File: config.mk
export PLATFORM = sky130hd
export DESIGN_NAME = fast_to_slow_sync
export DESIGN_NICKNAME = d
export VERILOG_FILES = /design/src/rtl/fast_to_slow_pkg.sv /design/src/rtl/bit_sync.sv /design/src/rtl/fast_to_slow_sync.sv
export SDC_FILE = /design/constraint.sdc
export NUM_CORES = 1
export LEC_CHECK = 0
export CAP_MARGIN = 20
export CORE_MARGIN = 3
export CORE_UTILIZATION = 37
export CTS_CLUSTER_DIAMETER = 150
export DETAILED_ROUTE_END_ITERATION = 10
export PLACE_DENSITY = 0.72
export SETUP_SLACK_MARGIN = 0.02
export SYNTH_ARGS = -nofsm -noshare
export SYNTH_HDL_FRONTEND = slang
export SYNTH_HIERARCHICAL = 1
export SYNTH_SLANG_ARGS = --single-unit
File: constraint.sdc
create_clock -name fast_clk -period 0.9 [get_ports fast_clk]
set_input_delay 0.18 -clock fast_clk [delete_from_list [all_inputs] [get_ports fast_clk]]
set_output_delay 0.18 -clock fast_clk [all_outputs]
set_load 0.01 [all_outputs]
File: src/rtl/fast_to_slow_pkg.sv
// Shared types and defaults for the fast-to-slow word handoff.
package fast_to_slow_pkg;

    localparam int unsigned DATA_W = 12;

    typedef logic [DATA_W-1:0] sample_t;

endpackage

File: src/rtl/bit_sync.sv
// Single-bit synchronizer: SYNC_STAGES flops clocked by the receiving clock.
module bit_sync #(
    parameter int unsigned SYNC_STAGES = 2
) (
    input  logic clk,
    input  logic reset,
    input  logic din,
    output logic dout
);

    logic [SYNC_STAGES-1:0] chain;

    // Shift the asynchronous input through the chain; bit 0 is the metastable stage.
    always_ff @(posedge clk) begin
        if (reset) begin
            chain <= '0;
        end else begin
            chain <= {chain[SYNC_STAGES-2:0], din};
        end
    end

    assign dout = chain[SYNC_STAGES-1];

endmodule

File: src/rtl/fast_to_slow_sync.sv
// Last-value word handoff from fast_clk logic to slow_clk consumers.
// slow_clk is oversampled as data; q is reloaded just after each slow_clk
// falling edge so it is long settled by the following slow_clk rise.
module fast_to_slow_sync
    import fast_to_slow_pkg::*;
#(
    parameter int unsigned WIDTH       = DATA_W,
    parameter int unsigned SYNC_STAGES = 2
) (
    input  logic             fast_clk,
    input  logic             reset,
    input  logic             slow_clk,
    input  logic [WIDTH-1:0] d,
    output logic [WIDTH-1:0] q,
    output logic             q_upd
);

    logic s_sync;
    logic s_prev;
    logic fall;

    bit_sync #(
        .SYNC_STAGES (SYNC_STAGES)
    ) u_slow_sync (
        .clk   (fast_clk),
        .reset (reset),
        .din   (slow_clk),
        .dout  (s_sync)
    );

    // Edge history; cleared with the chain so a high slow_clk at release cannot fake a fall.
    always_ff @(posedge fast_clk) begin
        if (reset) begin
            s_prev <= 1'b0;
        end else begin
            s_prev <= s_sync;
        end
    end

    assign fall = s_prev & ~s_sync;

    // Capture d on a detected slow fall; q_upd marks the cycle after the load.
    always_ff @(posedge fast_clk) begin
        if (reset) begin
            q     <= '0;
            q_upd <= 1'b0;
        end else if (fall) begin
            q     <= d;
            q_upd <= 1'b1;
        end else begin
            q_upd <= 1'b0;
        end
    end

endmodule

Word-level counts from Yosys, hierarchy flattened
Cells that the tools add are included.

Multiplexer cells: 1. Bitwise gates (word level): 2.

Operator list (number): 1-bit bitwise AND (1); 1-bit 2-to-1 mux (1); 1-bit NOT (1).

Register bits: 16. Input port bits: 15. Output and inout port bits: 13. Word-level logic and storage cells: 7.

Logic depth before layout (Yosys ltp)
Depth after elaboration: 3. Gate-level depth with buffers: 3. Gate-level depth less buffers: 2.

Hierarchy
Netlist, hierarchy kept.

Modules (own cells, without submodules): fast_to_slow_sync (instances 1, cells an instance 58, area each 664.4 um^2, seq. area each 280.3 um^2); bit_sync (instances 1, cells an instance 4, area each 52.6 um^2, seq. area each 40.0 um^2).

Least setup slack after synthesis
OpenSTA, ideal clock, no wires.

Kind: reg-to-reg. From: register s_prev. To: register q[0]. Library setup time: 0.116 ns. Arrival: 0.725 ns. Required time: 0.784 ns. Slack: 0.059 ns. Stages on the path, launching flop included: 4. Path buffers: 1. Clock period less this slack: 0.841 ns. Path through: dfxtp_1 > nor2b_4 > buf_8 > o21ai_2.

Longest elaborated chain between the ends: 1.

Ends and longest elaborated chain: start: declaration (RTL line fast_to_slow_sync.sv:19) `logic s_prev;`; start signal: assignment (RTL line fast_to_slow_sync.sv:36) `s_prev <= s_sync;`; 1-bit bitwise AND (RTL line fast_to_slow_sync.sv:40) `assign fall = s_prev & ~s_sync;`; end signal: assignment (RTL line fast_to_slow_sync.sv:45) `q <= '0;`; end signal: assignment (RTL line fast_to_slow_sync.sv:48) `q <= d;`; end: declaration (RTL line fast_to_slow_sync.sv:14) `output logic [WIDTH-1:0] q,`.

No other way between the ends. A chain may end at the register's enable or synchronous reset.

Final worst setup path
From: register q[11]. To: output q[11].

No word-level cell between the ends.

==> impl_metrics.json <==
{
  "dr_wl_met3_um": 51,
  "switching_share": 0.2159,
  "fp.dieH_um": 50.02,
  "tritoncts": "yes",
  "grt_pass1_vias": 624,
  "core-area_um2": 1783,
  "required_ns": 0.72,
  "hold_viol_final": 0,
  "regToRegStartpoint": "u_slow_sync/chain[1]",
  "path_clk_slew_ns": 0.10,
  "wire_per_inst_um": 12.93,
  "drt-met1-wl_um": 721,
  "vias": 604,
  "post-route-min-period_ns": 0.9165,
  "setup_viol": 12,
  "layout.area.seq_um2": 339.1,
  "diodes": 0,
  "cellPowerDensity_nw_per_um2": 1180,
  "finalWirelength_um": 1694,
  "drv_cap": 0,
  "top_layer": "met4",
  "crit_type": "reg2out",
  "dieArea_um2": 2502,
  "cp.arrival_ns": 0.74,
  "numPortBuffers": 27,
  "hp-class": "in2reg",
  "finalMaxSlewViolations": 0,
  "area_growth_pct": 67.36,
  "synth.top_cell.area_share": 0.4468,
  "initial_core_util": 0.4021,
  "cts_max_path_buffers": 2,
  "p_comb_frac": 0.143,
  "startpoint_type": "flip-flop",
  "drc": 0,
  "cts_made_buffers": 3,
  "fin_crit_sh": 1.018,
  "yosys-top-cells-area": "dfxtp_1 (45%), nand4bb_1 (19%), o21ai_2 (12%), nand2b_1 (10%), nor2b_1 (3.5%)",
  "dpl.hpwl_um": 1135,
  "synth-seq-cells": 16,
  "max_freq_mhz": 1091,
  "drtPass1Iterations": 2,
  "clock_latency_ns": 0.28,
  "cts.sinks": 16,
  "grt_max_degree": 13,
  "syn_area_um2": 716.9,
  "ys_seq_area_frac": 0.4468,
  "slew_headroom": 0.8857,
  "track_usage": 0.1381,
  "layout_commonest_cell": "buf_6",
  "grt_antenna_before_repair": 0,
  "routed_via_density": 4.611,
  "num-fill-cells": 144,
  "clockRootBuffer": "clkbuf_4",
  "hp-start": "reset",
  "switching_power_uw": 305.8,
  "crit_path_end_kind": "output port",
  "avgSynthCellArea_um2": 11.56,
  "drtIter0Drc": 1,
  "clockPowerShare": 0.337,
  "layout_common_cells": "buf_6 (16), clkdlybuf4s50_1 (13)",
  "fin_nets": 122,
  "startpoint": "q[11]",
  "met2_length_um": 912,
  "rsz0062_at_grt": "yes",
  "ios": 28,
  "syn_inst": 62,
  "p_int_uw": 1111,
  "gp_congestion": 0.6788,
  "synth_nets": 77,
  "total_power_uw": 1416,
  "worstPathMaxFanout": 2,
  "violations": "negative setup slack",
  "worst_slack_ns": -0.01647,
  "synth_cell_type_count": 11,
  "p_leak_uw": 0.0004883,
  "slowest_stage": "dfxtp_2",
  "peakVddDrop_v": 0.0007492,
  "h-tree-depth": 1,
  "seqPwrFrac": 0.520,
  "status": "finished, violations left",
  "rows": 15,
  "skew_ns": 0.001680,
  "critPathBufInv": 1,
  "antenna_left": 0,
  "yosys.area.top_type": "dfxtp_1",
  "post-place-ws_ns": -0.2953,
  "grt_pass1_wl_um": 2628,
  "critPathTopFamily": "flip-flops",
  "crit_chain": "buf_6",
  "die_x_um": 50.02,
  "multiInputGateArea_um2": 354.1,
  "drive_gt1_frac": 0.5755,
  "cp_slowest_stage_delay_ns": 0.34,
  "worstMarginPinSlew_ns": 0.1711,
  "gr-total-overflow": 0,
  "yosys_warnings": 6
}
-- synth_stat cells --
master,n
nand4bb_1,12
buf_2,1
o21ai_2,10
nor2b_1,4
buf_4,1
buf_8,1
o21ai_1,2
nand2b_1,12
dfxtp_1,16
nor2b_4,1
buf_6,2
-- routing by layer --
metal	vias to the layer above	global-route usage
met5	-	0
met4	0	0.06912
met3	2	0.04230
met2	12	0.2435
met1	284	0.1455
li1	306	-
-- registers in the layout, summed over array words and instances (netlist names) --
name	flops
q	12
u_slow_sync/chain	2
s_prev	1
q_upd	1
-- final cells by class --
| class | instances | area share |
|---|---|---|
| repair buffers | 45 | 0.3660 |
| multi-input cells | 41 | 0.2951 |
| flip-flops and latches | 16 | 0.2826 |
| clock buffers | 4 | 0.03024 |
| well taps | 25 | 0.02607 |
-- kinds of logic after synthesis --
| family | count (synthesis) | share of synthesized area |
|---|---|---|
| DFF | 16 | 0.4468 |
| buffers and inverters | 5 | 0.06980 |
| AOI/OAI and AO/OA | 12 | 0.1361 |
| and+or+nand+nor | 29 | 0.3473 |
-- path summary, 6_finish.rpt --
| kind | depth (start not counted) | end | slack (ns) |
|---|---|---|---|
| hold / removal | 3 | q_upd | 0.37 |
| setup reg to reg | 3 | q[5] | 0.03 |
| setup / recovery | 1 | q[11] | -0.02 |
| hold reg to reg | 1 | u_slow_sync/chain[1] | 0.45 |
-- per-stage QoR --
| step | area [um2] | hold slack [ns] | cells | utilization | TNS, ns |
|---|---|---|---|---|---|
| 6_report | 1200 | 0.3727 | 131 | 0.6730 | -0.1189 |
| 5_1_grt | 1200 | 0.3819 | 131 | 0.6730 | -0.6171 |
| 4_1_cts | 1166 | 0.3643 | 129 | 0.6540 | -0.3095 |
| 3_5_place_dp | 1094 | 0.4294 | 124 | 0.6133 | -5.290 |
| 3_3_place_gp | 1094 | 0.4205 | 124 | 0.6133 | -4.972 |
| 2_1_floorplan | 716.9 | 0.2516 | 62 | - | 0 |
-- power by group through the flow --
stage / logic, uW / clock network [uW] / registers [uW]
after global placement: 190 / 0 / 749
after CTS: 195 / 501 / 737
after detailed placement: 192 / 0 / 749
final: 203 / 477 / 736
after global routing: 216 / 530 / 739
after floorplan: 70.6 / 0 / 755
-- repair_timing --
action,in CTS,in global routing
pin swaps,0,13
buffers inserted,1,1
hold buffers,0,0
resized for setup,79,6
gates cloned,0,1
setup endpoints to repair,17,24
No activity file was read; power rests on OpenSTA's default activity.
